### config.mk
export PLATFORM = sky130hd
export DESIGN_NAME = fetch_controller
export DESIGN_NICKNAME = d
export VERILOG_FILES = /design/src/rtl/fetch_controller.sv
export SDC_FILE = /design/constraint.sdc
export NUM_CORES = 1
export LEC_CHECK = 0
export BUFFER_PORTS_ARGS = -buffer_cell sky130_fd_sc_hd__buf_2
export CAP_MARGIN = 20
export CORE_MARGIN = 2
export CORE_UTILIZATION = 30
export CTS_CLUSTER_SIZE = 8
export DETAILED_ROUTE_END_ITERATION = 10
export PLACE_DENSITY = 0.5
export SKIP_LAST_GASP = 1
export SLEW_MARGIN = 10
export SYNTH_ARGS = -nofsm -noshare
export SYNTH_HDL_FRONTEND = slang
export SYNTH_SLANG_ARGS = --single-unit
### constraint.sdc
create_clock -name clk -period 2.3 [get_ports clk]
set_input_delay 0.345 -clock clk [delete_from_list [all_inputs] [get_ports clk]]
set_output_delay 0.345 -clock clk [all_outputs]
set_load 0.02 [all_outputs]
### src/rtl/fetch_controller.sv
// Fetch-stage sequencer: drives the PC load/next value and the IF/ID enable/flush.
// Define FETCH_PERF_COUNTERS_EN to add saturating fetch/stall performance counters.
module fetch_controller #(
  parameter int PC_WIDTH     = 19,
  parameter int PC_STEP      = 1,
  parameter int FLUSH_CYCLES = 1
) (
  input  logic                clk,
  input  logic                reset,
  input  logic                start,
  input  logic                stall,
  input  logic                branch_taken,
  input  logic [PC_WIDTH-1:0] branch_target,
  input  logic                halt_detect,
  input  logic [PC_WIDTH-1:0] pc_cur,
  output logic [PC_WIDTH-1:0] pc_next,
  output logic                pc_en,
  output logic                ifid_en,
  output logic                ifid_flush,
  output logic                running,
`ifdef FETCH_PERF_COUNTERS_EN
  output logic [31:0]         fetch_count,
  output logic [31:0]         stall_count,
`endif
  output logic                halted
);

  localparam logic [1:0] IDLE   = 2'd0;
  localparam logic [1:0] RUN    = 2'd1;
  localparam logic [1:0] FLUSH  = 2'd2;
  localparam logic [1:0] HALTED = 2'd3;

  localparam logic [2:0]          FLUSH_RELOAD = 3'(FLUSH_CYCLES - 1);
  localparam logic [PC_WIDTH-1:0] STEP         = PC_WIDTH'(PC_STEP);

  logic [1:0] state_q, state_d;
  logic [2:0] flush_cnt_q, flush_cnt_d;

  // Mealy decode: stall/branch act in the same cycle they are raised.
  always_comb begin
    state_d     = state_q;
    flush_cnt_d = flush_cnt_q;
    pc_next     = pc_cur;
    pc_en       = 1'b0;
    ifid_en     = 1'b0;
    ifid_flush  = 1'b1;
    case (state_q)
      IDLE: begin
        if (start) state_d = RUN;
      end
      RUN: begin
        if (branch_taken) begin
          pc_en       = 1'b1;
          pc_next     = branch_target;
          flush_cnt_d = FLUSH_RELOAD;
          state_d     = (FLUSH_CYCLES > 1) ? FLUSH : RUN;
        end else if (stall) begin
          ifid_flush = 1'b0;
        end else if (halt_detect) begin
          state_d = HALTED;
        end else begin
          pc_en      = 1'b1;
          pc_next    = pc_cur + STEP;
          ifid_en    = 1'b1;
          ifid_flush = 1'b0;
        end
      end
      FLUSH: begin
        // Decode holds a squashed instruction here, so halt_detect is ignored.
        if (branch_taken) begin
          pc_en       = 1'b1;
          pc_next     = branch_target;
          flush_cnt_d = FLUSH_RELOAD;
          state_d     = (FLUSH_CYCLES > 1) ? FLUSH : RUN;
        end else if (!stall) begin
          pc_en       = 1'b1;
          pc_next     = pc_cur + STEP;
          flush_cnt_d = flush_cnt_q - 3'd1;
          if (flush_cnt_q <= 3'd1) state_d = RUN;
        end
      end
      default: begin
      end
    endcase
  end

  always_ff @(posedge clk) begin
    if (reset) begin
      state_q     <= IDLE;
      flush_cnt_q <= 3'd0;
    end else begin
      state_q     <= state_d;
      flush_cnt_q <= flush_cnt_d;
    end
  end

  assign running = (state_q == RUN) || (state_q == FLUSH);
  assign halted  = (state_q == HALTED);

`ifdef FETCH_PERF_COUNTERS_EN
  logic [31:0] fetch_count_q, stall_count_q;
  logic        stall_event;

  assign stall_event = running && stall && !branch_taken;

  always_ff @(posedge clk) begin
    if (reset) begin
      fetch_count_q <= 32'd0;
      stall_count_q <= 32'd0;
    end else begin
      if (ifid_en && (fetch_count_q != 32'hFFFF_FFFF))
        fetch_count_q <= fetch_count_q + 32'd1;
      if (stall_event && (stall_count_q != 32'hFFFF_FFFF))
        stall_count_q <= stall_count_q + 32'd1;
    end
  end

  assign fetch_count = fetch_count_q;
  assign stall_count = stall_count_q;
`endif

endmodule

==> metrics <==
status completed; cts hold-fix bufs 0; Final Cell Area 0.00237 sq mm; die span in x 77.9 um; worst skew pair latency 0.22 ns; hpwl dp 5090 um; Final Core Density 0.455; vias per cell 5.78; Final Power 949 uW; Critical Path Slowest Stage Cell dfxtp_2; flip-flop and latch count after synthesis 5; WHS Path Cells 2; final antenna-violating net count 0; cts bufs inserted 3; Via Count 2339; critical path's most frequent cell buf_4; Setup crit end kind output pin; largest area contributor in the netlist o21ai_0; relative slew slack 0.657; GP Congestion 0.895; total die area 0.00607 sq mm; power density cells 401 mW/mm^2; Iter 0 DRT Violations 177; placement-stage cell area 0.00221 sq mm; RSZ-0062 raised after global routing yes; IO Pins 68; Cell Count, Final, Fillers Out 405; Max clock buf depth 2; Hold Vio Cnt, Final 0; Worst EP required 1.96 ns; Yosys warnings 0; GR Util All Layers 0.219; max_cap viols 0; WP data arrival 1.90 ns; share of cells above drive strength 1 0.403; Initial Util 0.315; first-pass GRT wire length 11100 um; total clock sinks 5; Post-synth EDFFs 0; Post-Route WL 6660 um; n_diodes 0; pre-CTS WS 0.0751 ns; setup ws final 0.0522 ns; fin nets 387; Avg Synthesized Cell Area 6.61 sq um; clock-pin slew on the worst setup and hold paths 0.03 ns; Worst Reg-to-Reg Cells 8; Port Buffers 67; Mapped Cells 248; detailed-router iteration count before antenna repair 5; initial antenna violation count 0; DR WL/cell 16.4 um; Tcrit/Tclk final 0.977; H-Tree Depth 1; CORE AREA 0.00520 sq mm; Hold WS 0.366 ns; Pins Over Slew Limit 0; via count of the first global-routing pass 2258; clock period minus worst slack 2.25 ns; TritonCTS clock tree done; Rows 26; clk_skew 0.000168 ns; Primary FF master, synth dfxtp_1; ys async rst share 0; Area contributors post-synth o21ai_0 (6.4%), dfxtp_1 (6.1%), nor2_1 (5.5%), ha_1 (5.3%), a21oi_1 (4.0%); post-synth top area share 0.0641; critical path startpoint category register; final setup fails 0; Hold Crit Class in2reg; largest net degree at the start of global routing 24; Max stage delay on crit path 0.31 ns; CTS root buffer clkbuf_8; setup total negative slack 0 ns; Fmax achieved 445 MHz; dpl cells 397; sequential fraction of the synthesis area 0.0611; Remaining DRCs 0; Worst-Margin Slew 0.515 ns; GRT overflow 0; mapped cell area 0.00164 sq mm; VDD IR max 0.379 mV; worst-path cell chain buf_4 > ha_4 > buf_4 > o21a_2 > a32oi_1 > o21ai_1 > a22o_1 > buf_2; leak pwr 1.02 nW; Layout area overhead 44.4%; syn_nets 299; Fillers 578; post-synth cell types 66; Worst Setup Path Type reg2out; die height 77.9 um; CP max FO 6
[routing by layer]
layer  wire [um]  GRT usage  share of wire  vias up
li1            -          -              -     1144
met1        3160      0.307           0.47     1090
met2        3050      0.363           0.46      101
met3         385     0.0151          0.058        4
met4          64     0.0561         0.0096        0
met5           0          0              0        -
[cell families after synthesis]
family	count (synthesis)	synth area share
compound gates	104	0.453
xor+xnor	1	0.00534
fa+ha+maj	7	0.0534
buf+inv	33	0.0893
flops	5	0.0611
mux	3	0.0191
simple gates	95	0.319
[power by group]
part / leakage (nW) / internal, mW / switching (mW)
clock: 0.0228 / 0.119 / 0.0394
sequential: 0.0418 / 0.0939 / 0.00553
combinational: 0.960 / 0.293 / 0.398
[cells in the final DEF, fill, tap and decap left out, types with 6 or more instances in the layout]
master,netlist,routed
inv_1,15,11
nor2_1,24,24
nand3_1,10,10
nand2b_1,6,6
nor3_1,10,10
buf_2,7,65
a31oi_1,6,6
o21ai_0,21,14
buf_4,1,34
o21ai_1,1,7
nand2_1,13,12
a21oi_1,13,13
[what timing repair did]
action,in CTS,in global routing
pin swaps,2,5
setup buffers,4,0
setup endpoints to repair,16,13
gates resized for setup,15,13
[cell usage after synthesis, types with 5 or more instances]
| cell | n |
|---|---|
| a21oi_1 | 13 |
| a31oi_1 | 6 |
| buf_2 | 7 |
| clkbuf_1 | 7 |
| dfxtp_1 | 5 |
| ha_1 | 7 |
| inv_1 | 15 |
| nand2_1 | 13 |
| nand2b_1 | 6 |
| nand3_1 | 10 |
| nand4_1 | 5 |
| nor2_1 | 24 |
| nor3_1 | 10 |
| o21ai_0 | 21 |
| o22ai_1 | 5 |
| o31ai_1 | 5 |
[worst paths after layout]
check | start | to | slack [ns]
max reg2reg | state_q[0] | state_q[1] | 0.43
min | reset | state_q[0] | 0.37
max | state_q[1] | pc_next[1] | 0.05
min reg2reg | flush_cnt_q[2] | flush_cnt_q[2] | 0.55
[registers in the layout, indices dropped and copies added, names as in the netlist]
signal       flops
state_q          2
flush_cnt_q      3
[critical path: cells and delay by family (launching register included)]
kind	cells	cell delay, ns
DFF	1	0.31
adders and majority gates	1	0.18
AOI/OAI and AO/OA	4	0.75
buffers and inverters	3	0.44
[cell type report]
type | count | area [sq um] | area share
Clock buffer | 4 | 45.0 | 0.0190
Sequential cell | 5 | 105 | 0.0444
Multi-Input combinational cell | 210 | 1460 | 0.617
Inverter | 15 | 56.3 | 0.0238
Timing Repair Buffer | 101 | 612 | 0.259
Tap cell | 70 | 87.6 | 0.0370
(Power assumes the default switching activity.)
